**config.mk**
```make
export PLATFORM = sky130hd
export DESIGN_NAME = hdc_sram_read_scheduler
export DESIGN_NICKNAME = d
export VERILOG_FILES = /design/src/rtl/hdc_sram_read_scheduler_pkg.sv /design/src/rtl/hdc_rr_arbiter.sv /design/src/rtl/hdc_sram_read_scheduler.sv
export SDC_FILE = /design/constraint.sdc
export NUM_CORES = 1
export LEC_CHECK = 0
export ABC_CLOCK_PERIOD_IN_PS = 4400
export CAP_MARGIN = 20
export CORE_ASPECT_RATIO = 1.75
export CORE_MARGIN = 8
export CORE_UTILIZATION = 52
export CTS_BUF_LIST = sky130_fd_sc_hd__clkbuf_4 sky130_fd_sc_hd__clkbuf_8 sky130_fd_sc_hd__clkbuf_16
export DETAILED_ROUTE_END_ITERATION = 10
export PLACE_DENSITY = 0.89
export RECOVER_POWER = 100
export REMOVE_ABC_BUFFERS = 1
export SLEW_MARGIN = 40
export SYNTH_ARGS = -nofsm -noshare
export SYNTH_HDL_FRONTEND = slang
export SYNTH_SLANG_ARGS = --single-unit
```
**constraint.sdc**
```tcl
create_clock -name Clk_CI -period 4.4 [get_ports Clk_CI]
set_input_delay 0.44 -clock Clk_CI [delete_from_list [all_inputs] [get_ports Clk_CI]]
set_output_delay 0.44 -clock Clk_CI [all_outputs]
set_load 0.005 [all_outputs]
```
**src/rtl/hdc_sram_read_scheduler_pkg.sv**
```systemverilog
// Shared constants for the HDC SRAM read scheduler: hypervector width, bank indices, FSM encodings.
package hdc_sram_read_scheduler_pkg;

  localparam int unsigned HV_DIMENSION = 64;

  localparam int unsigned NUM_BANKS = 3;
  localparam int unsigned BANK_IM   = 0;
  localparam int unsigned BANK_NEG  = 1;
  localparam int unsigned BANK_POS  = 2;

  localparam logic [1:0] ST_IDLE    = 2'd0;
  localparam logic [1:0] ST_ISSUE   = 2'd1;
  localparam logic [1:0] ST_WAIT    = 2'd2;
  localparam logic [1:0] ST_DELIVER = 2'd3;

  typedef logic [NUM_BANKS-1:0] bank_mask_t;

  // Index width needed to name one of n requesters (at least one bit).
  function automatic int unsigned idx_width(input int unsigned n);
    return (n > 1) ? $clog2(n) : 1;
  endfunction

endpackage

```
**src/rtl/hdc_rr_arbiter.sv**
```systemverilog
// Round-robin arbiter: picks the lowest requesting index at or after the pointer.
// Purely combinational; the owner keeps the pointer register.
module hdc_rr_arbiter
  import hdc_sram_read_scheduler_pkg::*;
#(
  parameter int unsigned NUM_REQ = 3,
  parameter int unsigned PTR_W   = idx_width(NUM_REQ)
) (
  input  logic [NUM_REQ-1:0] req_i,
  input  logic [PTR_W-1:0]   ptr_i,
  output logic [NUM_REQ-1:0] grant_c,
  output logic [PTR_W-1:0]   idx_c,
  output logic               any_c
);

  // Scan requesters starting at the pointer, wrapping once around.
  always_comb begin
    int unsigned j;
    j       = 0;
    grant_c = '0;
    idx_c   = '0;
    any_c   = 1'b0;
    for (int unsigned k = 0; k < NUM_REQ; k++) begin
      j = (32'(ptr_i) + k) % NUM_REQ;
      if (!any_c && req_i[PTR_W'(j)]) begin
        grant_c[PTR_W'(j)] = 1'b1;
        idx_c              = PTR_W'(j);
        any_c              = 1'b1;
      end
    end
  end

endmodule

```
**src/rtl/hdc_sram_read_scheduler.sv**
```systemverilog
// Shares the IM / projM_neg / projM_pos SRAM read ports between NUM_REQ encoder requesters.
// One burst at a time: one address issued to all three banks, words collected, triple delivered.
module hdc_sram_read_scheduler
  import hdc_sram_read_scheduler_pkg::*;
#(
  parameter int unsigned NUM_REQ    = 3,
  parameter int unsigned ADDR_WIDTH = 8,
  parameter int unsigned LEN_WIDTH  = 8,
  parameter int unsigned DATA_WIDTH = HV_DIMENSION
) (
  input  logic                          Clk_CI,
  input  logic                          Reset_RI,
  input  logic [NUM_REQ-1:0]            ReqValid_SI,
  input  logic [NUM_REQ*ADDR_WIDTH-1:0] ReqBase_DI,
  input  logic [NUM_REQ*LEN_WIDTH-1:0]  ReqLen_DI,
  output logic [NUM_REQ-1:0]            ReqGrant_SO,
  output logic [NUM_REQ-1:0]            ReqDone_SO,
  output logic [2:0]                    SramValid_SO,
  input  logic [2:0]                    SramReady_SI,
  output logic [ADDR_WIDTH-1:0]         SramAddr_DO,
  input  logic [2:0]                    SramRdValid_SI,
  input  logic [DATA_WIDTH-1:0]         IMData_DI,
  input  logic [DATA_WIDTH-1:0]         NegData_DI,
  input  logic [DATA_WIDTH-1:0]         PosData_DI,
  output logic [NUM_REQ-1:0]            DataValid_SO,
  input  logic [NUM_REQ-1:0]            DataReady_SI,
  output logic [DATA_WIDTH-1:0]         IMOut_DO,
  output logic [DATA_WIDTH-1:0]         NegOut_DO,
  output logic [DATA_WIDTH-1:0]         PosOut_DO,
  output logic                          Busy_SO,
  output logic                          Error_SO
);

  localparam int unsigned PTR_W = idx_width(NUM_REQ);

  logic [1:0]            state_q, state_d;
  logic [NUM_REQ-1:0]    grant_q, grant_d;
  logic [NUM_REQ-1:0]    done_q, done_d;
  logic [NUM_REQ-1:0]    sel_q, sel_d;
  logic [PTR_W-1:0]      ptr_q, ptr_d;
  logic [ADDR_WIDTH-1:0] addr_q, addr_d;
  logic [LEN_WIDTH-1:0]  rem_q, rem_d;
  logic                  zero_pend_q, zero_pend_d;
  bank_mask_t            sram_valid_q, sram_valid_d;
  bank_mask_t            acc_q, acc_d;
  bank_mask_t            got_q, got_d;
  logic [DATA_WIDTH-1:0] im_cap_q, im_cap_d;
  logic [DATA_WIDTH-1:0] neg_cap_q, neg_cap_d;
  logic [DATA_WIDTH-1:0] pos_cap_q, pos_cap_d;
  logic [DATA_WIDTH-1:0] im_out_q, im_out_d;
  logic [DATA_WIDTH-1:0] neg_out_q, neg_out_d;
  logic [DATA_WIDTH-1:0] pos_out_q, pos_out_d;
  logic [NUM_REQ-1:0]    data_valid_q, data_valid_d;
  logic                  busy_q, busy_d;
  logic                  err_q, err_d;

  logic [NUM_REQ-1:0]    arb_grant;
  logic [PTR_W-1:0]      arb_idx;
  logic                  arb_any;
  logic [ADDR_WIDTH-1:0] base_sel;
  logic [LEN_WIDTH-1:0]  len_sel;
  logic                  rd_window;
  bank_mask_t            accept;
  bank_mask_t            take;

  hdc_rr_arbiter #(
    .NUM_REQ (NUM_REQ),
    .PTR_W   (PTR_W)
  ) u_arb (
    .req_i   (ReqValid_SI),
    .ptr_i   (ptr_q),
    .grant_c (arb_grant),
    .idx_c   (arb_idx),
    .any_c   (arb_any)
  );

  // Pick out the winning requester's base address and burst length.
  always_comb begin
    base_sel = '0;
    len_sel  = '0;
    for (int unsigned i = 0; i < NUM_REQ; i++) begin
      if (arb_grant[i]) begin
        base_sel = ReqBase_DI[i*ADDR_WIDTH +: ADDR_WIDTH];
        len_sel  = ReqLen_DI[i*LEN_WIDTH +: LEN_WIDTH];
      end
    end
  end

  // Bank command/response bookkeeping: accepts, legal captures, stray responses.
  always_comb begin
    rd_window = (state_q == ST_ISSUE) || (state_q == ST_WAIT);
    accept    = sram_valid_q & SramReady_SI;
    take      = SramRdValid_SI & acc_q & ~got_q & {NUM_BANKS{rd_window}};
  end

  // Scheduler next-state and datapath updates.
  always_comb begin
    state_d      = state_q;
    grant_d      = '0;
    done_d       = '0;
    sel_d        = sel_q;
    ptr_d        = ptr_q;
    addr_d       = addr_q;
    rem_d        = rem_q;
    zero_pend_d  = 1'b0;
    sram_valid_d = sram_valid_q & ~accept;
    acc_d        = acc_q | accept;
    got_d        = got_q | take;
    im_cap_d     = take[BANK_IM]  ? IMData_DI  : im_cap_q;
    neg_cap_d    = take[BANK_NEG] ? NegData_DI : neg_cap_q;
    pos_cap_d    = take[BANK_POS] ? PosData_DI : pos_cap_q;
    im_out_d     = im_out_q;
    neg_out_d    = neg_out_q;
    pos_out_d    = pos_out_q;
    data_valid_d = data_valid_q;
    err_d        = err_q | (|(SramRdValid_SI & ~take));

    case (state_q)
      ST_IDLE: begin
        if (zero_pend_q) begin
          // Zero-length burst completes the cycle after its grant; no new grant meanwhile.
          done_d = sel_q;
        end else if (arb_any) begin
          grant_d = arb_grant;
          sel_d   = arb_grant;
          ptr_d   = (arb_idx == PTR_W'(NUM_REQ - 1)) ? '0 : arb_idx + PTR_W'(1);
          addr_d  = base_sel;
          rem_d   = len_sel;
          if (len_sel == '0) begin
            zero_pend_d = 1'b1;
          end else begin
            state_d      = ST_ISSUE;
            sram_valid_d = '1;
            acc_d        = '0;
            got_d        = '0;
          end
        end
      end
      ST_ISSUE: begin
        if (&acc_d) state_d = ST_WAIT;
      end
      ST_WAIT: begin
        if (&got_d) begin
          state_d      = ST_DELIVER;
          data_valid_d = sel_q;
          im_out_d     = im_cap_d;
          neg_out_d    = neg_cap_d;
          pos_out_d    = pos_cap_d;
        end
      end
      ST_DELIVER: begin
        if (|(data_valid_q & DataReady_SI)) begin
          data_valid_d = '0;
          addr_d       = addr_q + ADDR_WIDTH'(1);
          rem_d        = rem_q - LEN_WIDTH'(1);
          if (rem_q == LEN_WIDTH'(1)) begin
            done_d  = sel_q;
            state_d = ST_IDLE;
          end else begin
            state_d      = ST_ISSUE;
            sram_valid_d = '1;
            acc_d        = '0;
            got_d        = '0;
          end
        end
      end
      default: state_d = ST_IDLE;
    endcase

    busy_d = (state_d != ST_IDLE);
  end

  // State and datapath registers; reset aborts any burst in flight.
  always_ff @(posedge Clk_CI or negedge Reset_RI) begin
    if (!Reset_RI) begin
      state_q      <= ST_IDLE;
      grant_q      <= '0;
      done_q       <= '0;
      sel_q        <= '0;
      ptr_q        <= '0;
      addr_q       <= '0;
      rem_q        <= '0;
      zero_pend_q  <= 1'b0;
      sram_valid_q <= '0;
      acc_q        <= '0;
      got_q        <= '0;
      im_cap_q     <= '0;
      neg_cap_q    <= '0;
      pos_cap_q    <= '0;
      im_out_q     <= '0;
      neg_out_q    <= '0;
      pos_out_q    <= '0;
      data_valid_q <= '0;
      busy_q       <= 1'b0;
      err_q        <= 1'b0;
    end else begin
      state_q      <= state_d;
      grant_q      <= grant_d;
      done_q       <= done_d;
      sel_q        <= sel_d;
      ptr_q        <= ptr_d;
      addr_q       <= addr_d;
      rem_q        <= rem_d;
      zero_pend_q  <= zero_pend_d;
      sram_valid_q <= sram_valid_d;
      acc_q        <= acc_d;
      got_q        <= got_d;
      im_cap_q     <= im_cap_d;
      neg_cap_q    <= neg_cap_d;
      pos_cap_q    <= pos_cap_d;
      im_out_q     <= im_out_d;
      neg_out_q    <= neg_out_d;
      pos_out_q    <= pos_out_d;
      data_valid_q <= data_valid_d;
      busy_q       <= busy_d;
      err_q        <= err_d;
    end
  end

  assign ReqGrant_SO  = grant_q;
  assign ReqDone_SO   = done_q;
  assign SramValid_SO = sram_valid_q;
  assign SramAddr_DO  = addr_q;
  assign DataValid_SO = data_valid_q;
  assign IMOut_DO     = im_out_q;
  assign NegOut_DO    = neg_out_q;
  assign PosOut_DO    = pos_out_q;
  assign Busy_SO      = busy_q;
  assign Error_SO     = err_q;

endmodule

```
Word level (Yosys, flattened, before mapping)
Index checks and enable logic that the tools add are counted.
Storage, ports and cells
  register bits after elaboration: 428
  bits in latches: 0
  bits in writable memories: 0
  memory bits (read-only): 0
  bits of input ports: 254
  logic and storage cells: 159
  memories: 0
Operators by class
  $add $sub $neg: 5
  $mul: 0
  div/mod/pow operators: 3
  magnitude comparators: 6
  equal/unequal tests: 9
  shifts and indexed selects: 0
  muxes and demuxes: 79
  bitwise gates (word level): 16
  reduce and logical (&&, ||, !) cells: 21
Operators by type and width (count)
  $mux 64: 3
  $mux 8: 12
  $mux 3: 26
  $mod 32x2->32 const B: 2
  $mod 2x2->32 const B: 1
  $pmux 8 s2: 2
  $pmux 3 s2: 5
  $and 3x3->3: 7
  $mux 2: 10
  $mux 1: 14
  $or 3x3->3: 4
  $reduce_and 3->1: 4
  $lt 2x3->1 const B: 3
  $not 3->3: 3
  $add 8x1->8 const B: 1
  $eq 8x1->1 const B: 1
  $logic_not 8->1: 1
  $pmux 2 s4: 1
  $reduce_and 4->1: 2
  $sub 8x1->8 const B: 1
  $bmux 1 s2: 3
  $demux 1 s2: 3
  $eq 2x2->1 const B: 3
  $ge 2x1->1 const B: 3
  14 further kinds: 24

Longest topological paths before layout
Gate-level depths: netlist of run 1.
  word-level depth: 19
  mapped depth: 13
  gate-level depth less buffers: 10

Cells and area by module
A second synthesis of run 1 with hierarchy kept.
Unflattened totals
  cells, all modules: 1714
  area, all modules: 17270.3 um2
By module, submodules not included
  hdc_sram_read_scheduler: times used 1, cells each 1661, area each 16922.5 um2, seq. area each 10710.3 um2
  hdc_rr_arbiter: times used 1, cells each 53, area each 347.8 um2, seq. area each 0.0 um2

Least setup slack after synthesis of run 1
Ideal clock, no wire load.
  kind: reg2reg
  start point: register ptr_q[1]
  end point: register sram_valid_q[0], in the netlist SramValid_SO[0]
  arrival time: 2.667 ns
  required time: 4.276 ns
  setup slack: 1.609 ns
  cell stages (with the launch flop): 14
  path buffers: 3
  period minus slack after synthesis: 2.791 ns
  path through: dfrtp_1 inv_1 ha_1 mux2i_2 o22ai_2 nor2b_4 buf_6 or2_1 buf_6 buf_6 a41oi_2 and4_4 a21oi_4 o31a_1
On the way
  word-level cells in the longest chain between the ends: 18
Ends and longest elaborated chain
  start: declaration: line hdc_sram_read_scheduler.sv:40  | logic [PTR_W-1:0] ptr_q, ptr_d;
  start signal: assignment: line hdc_sram_read_scheduler.sv:201  | ptr_q <= ptr_d;
  $add 2x1->3 or $mod 2x2->32 (tied branches): line hdc_rr_arbiter.sv:24  | j = (32'(ptr_i) + k) % NUM_REQ;
  $mod 32x2->32 (tied with other cells): line hdc_rr_arbiter.sv:24
  $lt 2x3->1 (not written as such) (tied with other cells): line hdc_rr_arbiter.sv:26  | grant_c[PTR_W'(j)] = 1'b1;
  $logic_and 1x1->1 (not written as such) (tied with other cells): line hdc_rr_arbiter.sv:26
  $mux 1 (not written as such) (tied with other cells): line hdc_rr_arbiter.sv:26
  $demux 1 s2 (tied with other cells)
  $or 3x3->3 (no source line) or $mux 1 (tied branches)
  $mux 3 or $logic_not 1->1 (tied branches): line hdc_rr_arbiter.sv:25  | if (!any_c && req_i[PTR_W'(j)]) begin
  $or 3x3->3 (no source line) or $logic_and 1x1->1 (tied branches)
  $mux 3: line hdc_rr_arbiter.sv:25
  $mux 8 (3 in series): line hdc_sram_read_scheduler.sv:82  | if (arb_grant[i]) begin
  $logic_not 8->1: line hdc_sram_read_scheduler.sv:129  | if (len_sel == '0) begin
  $mux 3: line hdc_sram_read_scheduler.sv:129
  $mux 3 *: line hdc_sram_read_scheduler.sv:123  | end else if (arb_any) begin
  $mux 3 *: line hdc_sram_read_scheduler.sv:120  | if (zero_pend_q) begin
  $pmux 3 s2 *: line hdc_sram_read_scheduler.sv:118  | case (state_q)
  via sram_valid_d[0]: line hdc_sram_read_scheduler.sv:44  | bank_mask_t sram_valid_q, sram_valid_d;
  end signal: assignment: line hdc_sram_read_scheduler.sv:205  | sram_valid_q <= sram_valid_d;
  end: declaration: line hdc_sram_read_scheduler.sv:44
Mark *: on every way through the listed nets, which the timed path passes. The rest lies on a longest branch. The select of a mux whose other input is x is not followed.
A chain may end at the register's enable or synchronous reset.

Final worst setup path of run 1
  start point: register ptr_q[1]
  end point: register acc_q[0]
On the way
  word-level cells in the longest chain between the ends: 18
Ends and longest elaborated chain
  $add 2x1->3 or $mod 2x2->32 (tied branches): line hdc_rr_arbiter.sv:24
  $mod 32x2->32 (tied with other cells): line hdc_rr_arbiter.sv:24
  $lt 2x3->1 (not written as such) (tied with other cells): line hdc_rr_arbiter.sv:26
  $logic_and 1x1->1 (not written as such) (tied with other cells): line hdc_rr_arbiter.sv:26
  $mux 1 (not written as such) (tied with other cells): line hdc_rr_arbiter.sv:26
  $demux 1 s2 (tied with other cells)
  $or 3x3->3 (no source line) or $mux 1 (tied branches)
  $mux 3 or $logic_not 1->1 (tied branches): line hdc_rr_arbiter.sv:25
  $or 3x3->3 (no source line) or $logic_and 1x1->1 (tied branches)
  $mux 3: line hdc_rr_arbiter.sv:25
  $mux 8 (3 in series): line hdc_sram_read_scheduler.sv:82
  $logic_not 8->1: line hdc_sram_read_scheduler.sv:129
  $mux 3: line hdc_sram_read_scheduler.sv:129
  $mux 3 *: line hdc_sram_read_scheduler.sv:123
  $mux 3 *: line hdc_sram_read_scheduler.sv:120
  $pmux 3 s2 *: line hdc_sram_read_scheduler.sv:118
  via acc_d[0]: line hdc_sram_read_scheduler.sv:45  | bank_mask_t acc_q, acc_d;
  end signal: assignment: line hdc_sram_read_scheduler.sv:185  | acc_q <= '0;
  end signal: assignment: line hdc_sram_read_scheduler.sv:206  | acc_q <= acc_d;
  end: declaration: line hdc_sram_read_scheduler.sv:45
Marked as above.

==> flow_metrics.py, run 1 <==
metrics = {
    "outcome": {
        "status": "finished, violations left",
        "failed_checks": "capacitance limit, slew limit",
    },
    "setup_path": {
        "regToRegStartpoint": "ptr_q[1]$_DFFE_PN0P_",
        "max_stage_delay_ps": 570,
        "r2r-end": "acc_q[0]$_DFF_PN0_",
        "critical_path.top_delay_family": "compound AO/OA/AOI/OAI gates",
        "path_cells": "inv_1 -> ha_1 -> mux2i_2 -> o22ai_2 -> a221oi_2 -> or2_1 -> a41oi_1 -> and4_1 -> a21oi_4 -> o21ai_0",
        "worst-setup-path-type": "reg -> reg",
        "cp_slowest_cell": "a221oi_2",
        "start_kind": "flip-flop",
        "critPathCaptureType": "flip-flop",
        "crit_arrival_ps": 4210,
        "cp.required_ps": 4790,
        "ff2ff_path_depth": 10,
        "cp.buffers_inverters": 1,
        "reg2reg_setup_slack_ps": 570,
        "path_depth": 10,
        "cp_max_fo": 17,
    },
    "synthesis": {
        "synth-seq-cells": 428,
        "ys_seq_area_share_pct": 61.5,
        "netlist_area_sq_um": 17400,
        "synth-async-reset-ratio_pct": 100,
        "yosys_warnings": 0,
        "synth_compound_area_share_pct": 5.62,
        "synthAdderAreaFrac_pct": 0.790,
        "synthMuxAreaShare_pct": 12.8,
        "postSynthCellCount": 1604,
        "synth_edf_count": 0,
        "synth_xor_area_share_pct": 0,
        "synth-simple-area-share_pct": 16.7,
        "syn_avg_cell_area_sq_um": 10.9,
        "synth_cell_types": 66,
        "synthFlopType": "dfrtp_1",
        "synth_top_family_by_area": "simple AND/OR/NAND/NOR gates",
    },
    "layout": {
        "seq_area_sq_um": 10700,
        "fillers": 2135,
        "drive_gt1_share_pct": 14.0,
        "multi_input_comb_area_sq_um": 6250,
        "syn_to_final_growth_pct": 35.6,
        "postLayoutCellArea_sq_um": 23600,
        "finish.net_count": 2313,
    },
    "pwr": {
        "combPwrFrac_pct": 27.9,
        "powerDensity_nw_per_um2": 501,
        "power.leakage_uw": 0.0124,
        "clock_power_share_pct": 27.9,
        "peakVddDrop_mv": 0.435,
        "intPower_uw": 7980,
        "switching_share_pct": 32.6,
        "power_frac_seq_pct": 44.2,
        "p_switching_uw": 3850,
    },
    "clocking": {
        "clk_pin_slew_worst_paths_ps": 70,
        "cts_buffers": 39,
        "h-tree-depth": 2,
        "cts_tree": "done",
        "cts_sinks": 428,
        "root_buffer": "clkbuf_16",
        "insertion_delay_ps": 530,
        "clock_path_buffers": 3,
    },
    "grt": {
        "gr-usage-all-layers_pct": 25.7,
        "gr-usage-met2_pct": 46.3,
        "use_met3_pct": 5.32,
        "grt_pass1_vias": 14622,
        "gr-total-overflow": 0,
        "grt_max_degree": 94,
        "grtUsageMet1_pct": 25.9,
        "grt.busiest_layer": "met2",
        "antenna_found_initial": 7,
        "grt_pass1_wl_um": 80400,
    },
    "run": {
        "max_cap_viol_count": 4,
    },
    "timing": {
        "slew_viol_final": 267,
        "relSlewSlack_pct": -53.6,
        "worstMarginPinSlew_ps": 2300,
        "final.period_utilization_pct": 87.0,
        "whs_ps": 451,
        "tns_ps": 0,
        "rsz0062_at_grt": "no",
        "finalHoldViolations": 0,
        "period_needed_ps": 3830,
        "finClkSkew_ps": 17.7,
        "max_freq_mhz": 261,
        "finalSetupViolCount": 0,
    },
    "min_path": {
        "min_path_type": "in -> reg",
        "hp-start": "PosData_DI[18]",
        "hold_depth": 3,
        "hold_end": "pos_cap_q[18]$_DFF_PN0_",
    },
    "placed_design": {
        "post_dp_cell_area_sq_um": 22500,
        "place_congestion": 0.877,
        "io_buffers": 467,
        "dp_hpwl_um": 37400,
    },
    "floorplanning": {
        "die_h_um": 258,
        "dieWidth_um": 154,
        "rows": 88,
        "num_io_pins": 468,
        "coreArea_sq_um": 33000,
        "initial_core_util_pct": 52.7,
        "dieArea_sq_um": 39900,
    },
    "route": {
        "ant_nets": 0,
        "firstDrtPassIters": 5,
        "vias_per_cell": 5.46,
        "drcViolationCount": 0,
        "drt-initial-drc-count": 616,
        "wl_per_cell_um": 21.0,
        "finalWirelength_um": 52300,
        "vias": 13557,
    },
}
==> kinds of logic after synthesis <==
logic type,after synthesis
adders and majority gates,11
and+or+nand+nor,723
DFF,428
buffers and inverters,108
muxes,199
AOI/OAI and AO/OA,135
==> timing repair <==
action | 4_1_cts | 5_1_grt
hold endpoints to repair | 87 | 0
hold buffers | 1 | 0
buffers inserted | 0 | 0
gates resized for setup | 0 | 0
setup endpoints to repair | 0 | 0
==> cell usage after synthesis, types with 4 or more instances <==
cell type / instances / area (sq um)
nand2_1: 626 / 2350
dfrtp_1: 428 / 10700
mux2_2: 192 / 2160
clkbuf_1: 64 / 240
nor2_1: 31 / 116
o21ai_0: 29 / 145
a21oi_1: 22 / 110
inv_1: 22 / 82.6
nand3_1: 12 / 60.1
ha_1: 11 / 138
a31oi_1: 9 / 56.3
buf_1: 9 / 33.8
a21o_1: 8 / 60.1
nor2b_1: 8 / 50.1
o221ai_1: 8 / 70.1
o32ai_1: 8 / 70.1
a41oi_1: 7 / 61.3
nand2b_1: 7 / 43.8
buf_2: 6 / 30.0
mux2i_1: 6 / 60.1
or3_1: 6 / 37.5
and2_1: 5 / 31.3
a211oi_1: 4 / 30.0
a221o_1: 4 / 40.0
and4b_1: 4 / 40.0
buf_6: 4 / 45.0
o22a_1: 4 / 35.0
==> worst register-to-register path, stage by stage (launching register included) <==
cell and delay (ps):
dfrtp_1 410, inv_1 90, ha_1 480, mux2i_2 360
o22ai_2 170, a221oi_2 570, or2_1 540, a41oi_1 300
and4_1 330, a21oi_4 290, o21ai_0 150
==> per-layer routing <==
metal  vias up  share of wire [%]
met4         0                7.6
li1       6194                  -
met2       571                 53
met1      6606                 34
met5         -                  0
met3       186                6.0
==> placed cells by master, fill, tap and decap left out, drive strengths merged, types with 9 or more instances in the layout <==
| cell type | synthesis | routed |
|---|---|---|
| mux2 | 192 | 192 |
| clkinv | 1 | 9 |
| dlygate4sd3 | 0 | 215 |
| nand3 | 12 | 12 |
| inv | 22 | 24 |
| nor2b | 9 | 9 |
| clkdlybuf4s50 | 0 | 252 |
| a21oi | 25 | 25 |
| buf | 21 | 9 |
| ha | 11 | 11 |
| clkbuf | 64 | 67 |
| dfrtp | 428 | 428 |
| nor2 | 31 | 31 |
| o21ai | 31 | 31 |
| a31oi | 9 | 9 |
| nand2 | 626 | 626 |
==> registers in the layout (all words and copies together), names as in the netlist, 2 cells and up <==
| register | cells |
|---|---|
| got_q | 3 |
| neg_cap_q | 64 |
| rem_q | 8 |
| IMOut_DO | 64 |
| ReqDone_SO | 3 |
| acc_q | 3 |
| SramAddr_DO | 8 |
| ReqGrant_SO | 3 |
| DataValid_SO | 3 |
| ptr_q | 2 |
| NegOut_DO | 64 |
| sel_q | 3 |
| SramValid_SO | 3 |
| state_q | 2 |
| im_cap_q | 64 |
| PosOut_DO | 64 |
| pos_cap_q | 64 |
==> cell type report <==
class | count | area share, %
Antenna cell | 7 | 0.0741
Inverter | 23 | 0.365
Multi-Input combinational cell | 1068 | 26.4
Clock buffer | 55 | 4.94
Sequential cell | 428 | 45.3
Clock inverter | 11 | 0.275
Tap cell | 405 | 2.14
Timing Repair Buffer | 488 | 20.4
==> metrics by stage <==
| stage | util (%) | instances | worst slack [ps] | total power (uW) |
|---|---|---|---|---|
| finish | 71.5 | 2485 | 572 | 11800 |
| global route | 71.5 | 2485 | 219 | 12500 |
| CTS | 71.8 | 2478 | 603 | 11900 |
| detailed placement | 68.1 | 2411 | 623 | 8580 |
| global placement | 68.1 | 2411 | 774 | 8320 |
| floorplan | - | 1519 | -8290 | 7350 |
==> power groups by stage <==
stage	registers, uW	clock network [uW]	logic, uW
floorplan	5180	0	2170
global placement	5230	0	3090
detailed placement	5290	0	3300
CTS	5230	3350	3340
global route	5310	3490	3710
finish	5230	3300	3300
==> worst max path at each step <==
| stage | start | to | slack, ps |
|---|---|---|---|
| floorplan | state_q[1]$_DFF_PN0_ | IMOut_DO[0]$_DFFE_PN0P_ | -8290 |
| global placement | ReqValid_SI[0] | acc_q[1]$_DFF_PN0_ | 770 |
| detailed placement | ReqValid_SI[1] | got_q[2]$_DFF_PN0_ | 620 |
| CTS | ptr_q[1]$_DFFE_PN0P_ | got_q[2]$_DFF_PN0_ | 600 |
| global route | Reset_RI | neg_cap_q[12]$_DFF_PN0_ | 220 |
| finish | ptr_q[1]$_DFFE_PN0P_ | acc_q[0]$_DFF_PN0_ | 570 |
Note: power is estimated with default switching activity, not from simulation.
==> inputs of run 2 (changes only) <==
--- a/config.mk
+++ b/config.mk
@@ -5,14 +5,14 @@
 export SDC_FILE = /design/constraint.sdc
 export NUM_CORES = 1
 export LEC_CHECK = 0
-export ABC_CLOCK_PERIOD_IN_PS = 4400
+export ABC_CLOCK_PERIOD_IN_PS = 4190
 export CAP_MARGIN = 20
 export CORE_ASPECT_RATIO = 1.75
 export CORE_MARGIN = 8
-export CORE_UTILIZATION = 52
+export CORE_UTILIZATION = 49
 export CTS_BUF_LIST = sky130_fd_sc_hd__clkbuf_4 sky130_fd_sc_hd__clkbuf_8 sky130_fd_sc_hd__clkbuf_16
 export DETAILED_ROUTE_END_ITERATION = 10
-export PLACE_DENSITY = 0.89
+export PLACE_DENSITY = 0.85
 export RECOVER_POWER = 100
 export REMOVE_ABC_BUFFERS = 1
 export SLEW_MARGIN = 40
==> constraint.sdc (replaced) <==
create_clock -name Clk_CI -period 4.19 [get_ports Clk_CI]
set_input_delay 0.419 -clock Clk_CI [delete_from_list [all_inputs] [get_ports Clk_CI]]
set_output_delay 0.419 -clock Clk_CI [all_outputs]
set_load 0.005 [all_outputs]
==> run 2 against run 1 <==
The flow still finishes with violations (capacitance limit, slew limit). Count of clock-buffer cells in the layout shrank 3. Combinational power is 5% higher. Power increased by 6.1%. Fmax is 0.38% higher. Sequential power grew 5.0%. Register-to-register slack worse by 200 ps. Global-route usage is 1.7 points lower.
==> flow_metrics.py, run 2 (synthesis results as in run 1) <==
metrics = {
    "outcome": {
        "status": "finished, violations left",
        "failed_checks": "capacitance limit, slew limit",
    },
    "setup_path": {
        "cp.required_ps": 4570,
        "critPathCaptureType": "flip-flop",
        "max_stage_delay_ps": 630,
        "worst-setup-path-type": "reg -> reg",
        "r2r-end": "acc_q[0]$_DFF_PN0_",
        "ff2ff_path_depth": 10,
        "cp_max_fo": 17,
        "cp_slowest_cell": "a221oi_2",
        "crit_arrival_ps": 4200,
        "path_cells": "inv_1 -> ha_1 -> mux2i_1 -> o22ai_1 -> a221oi_2 -> or2_2 -> a41oi_1 -> and4_1 -> a21oi_4 -> o21ai_0",
        "start_kind": "flip-flop",
        "regToRegStartpoint": "ptr_q[1]$_DFFE_PN0P_",
        "reg2reg_setup_slack_ps": 380,
    },
    "pwr": {
        "powerDensity_nw_per_um2": 526,
        "peakVddDrop_mv": 0.398,
        "power.leakage_uw": 0.0124,
    },
    "layout": {
        "drive_gt1_share_pct": 14.3,
        "mostFrequentLayoutCells": "nand2_1 (626), dfrtp_1 (428), clkdlybuf4s50_1 (252)",
        "finish.net_count": 2314,
        "syn_to_final_growth_pct": 37.1,
        "final_common_cell": "nand2_1",
        "postLayoutCellArea_sq_um": 23900,
        "fillers": 2453,
    },
    "floorplanning": {
        "dieArea_sq_um": 42100,
        "dieWidth_um": 159,
        "die_h_um": 265,
        "coreArea_sq_um": 35200,
        "initial_core_util_pct": 49.5,
        "num_io_pins": 468,
        "rows": 91,
    },
    "timing": {
        "finClkSkew_ps": 24.4,
        "finalHoldViolations": 0,
        "max_freq_mhz": 262,
        "finalSetupViolCount": 0,
        "tns_ps": 0,
        "final.period_utilization_pct": 91.0,
        "rsz0062_at_grt": "no",
        "worstMarginPinSlew_ps": 2970,
        "period_needed_ps": 3810,
        "slew_viol_final": 314,
        "relSlewSlack_pct": -98.2,
    },
    "placed_design": {
        "io_buffers": 467,
        "place_congestion": 0.862,
        "dp_hpwl_um": 36900,
        "post_dp_cell_area_sq_um": 22600,
    },
    "route": {
        "drt-initial-drc-count": 698,
        "vias": 13489,
        "drcViolationCount": 0,
        "vias_per_cell": 5.30,
        "finalWirelength_um": 51200,
        "wl_per_cell_um": 20.1,
        "firstDrtPassIters": 6,
        "ant_nets": 0,
    },
    "clocking": {
        "cts_sinks": 428,
        "cts_buffers": 39,
        "clock_path_buffers": 3,
        "root_buffer": "clkbuf_16",
        "cts_tree": "done",
        "h-tree-depth": 2,
        "clk_pin_slew_worst_paths_ps": 70,
        "insertion_delay_ps": 530,
    },
    "min_path": {
        "min_path_type": "in -> reg",
        "hp-start": "NegData_DI[57]",
        "hold_end": "neg_cap_q[57]$_DFF_PN0_",
        "hold_depth": 3,
    },
    "grt": {
        "grt_pass1_wl_um": 78600,
        "grt_max_degree": 130,
        "grtUsageMet1_pct": 24.9,
        "antenna_found_initial": 6,
        "grt.busiest_layer": "met2",
        "grt_pass1_vias": 14440,
        "gr-total-overflow": 0,
        "gr-usage-met2_pct": 42.4,
        "gr-usage-all-layers_pct": 24.0,
        "use_met3_pct": 4.62,
    },
    "run": {
        "max_cap_viol_count": 4,
    },
}
-- run 2: cell types whose count changed in the layout (fill, tap and decap cells not counted), moves of 2 or more --
cell,before,now
buf_12,2,6
and4b_2,0,2
clkbuf_4,10,6
clkbuf_8,6,8
and4b_1,3,1
clkinv_4,0,2
bufinv_16,0,3
clkbuf_16,41,39
clkinv_2,8,5
clkbuf_2,8,5
-- run 2: how the worst max path moves through the flow --
stage	from	to	depth (start not counted)
2_1_floorplan	state_q[1]$_DFF_PN0_	IMOut_DO[0]$_DFFE_PN0P_	5
3_3_place_gp	ptr_q[1]$_DFFE_PN0P_	acc_q[0]$_DFF_PN0_	10
3_5_place_dp	ptr_q[1]$_DFFE_PN0P_	acc_q[1]$_DFF_PN0_	10
4_1_cts	ptr_q[1]$_DFFE_PN0P_	acc_q[1]$_DFF_PN0_	10
5_1_grt	ptr_q[1]$_DFFE_PN0P_	acc_q[0]$_DFF_PN0_	10
6_report	ptr_q[1]$_DFFE_PN0P_	acc_q[0]$_DFF_PN0_	10
-- run 2: per-layer routing --
layer / vias to the layer above / part of all wire [%]
met5: - / 0.025
met4: 2 / 7.6
met1: 6602 / 34
li1: 6183 / -
met3: 182 / 6.2
met2: 520 / 52
-- run 2: cell type report --
cell class / instances / area [sq um] / share of cell area (%)
Sequential cell: 428 / 10700 / 44.8
Multi-Input combinational cell: 1068 / 6270 / 26.3
Timing Repair Buffer: 489 / 4920 / 20.6
Clock buffer: 52 / 1120 / 4.70
Tap cell: 465 / 582 / 2.44
Clock inverter: 15 / 174 / 0.728
Inverter: 23 / 86.3 / 0.361
Antenna cell: 6 / 15.0 / 0.0629
-- run 2: what timing repair did --
action	CTS	global route
resized for setup	0	1
setup buffers	0	0
endpoints found under the setup margin	0	8
hold buffers	1	0
endpoints found under the hold margin	48	0
-- run 2: per-stage QoR --
stage               setup WS, ps  cells  util [%]  hold slack (ps)  total power (uW)
finish                       377   2546      67.9              435             12600
global route                83.7   2545      67.9              429             13300
CTS                          336   2540      68.0              396             12700
detailed placement           373   2472      64.3              360              9010
global placement             544   2471      64.2              448              8760
floorplan                  -8500   1519         -              123              7720
-- run 2: power breakdown --
part           internal [uW]  switching (uW)
registers               5110             375
clock network           2080            1510
logic                   1330            2140
total                   8520            4030
-- run 2: critical path, delay by kind of cell (launching register included) --
family / cells / cell delay (ps)
DFF: 1 / 410
and+or+nand+nor: 2 / 770
muxes: 1 / 370
buffers and inverters: 1 / 100
adders and majority gates: 1 / 450
AOI/OAI and AO/OA: 5 / 1570
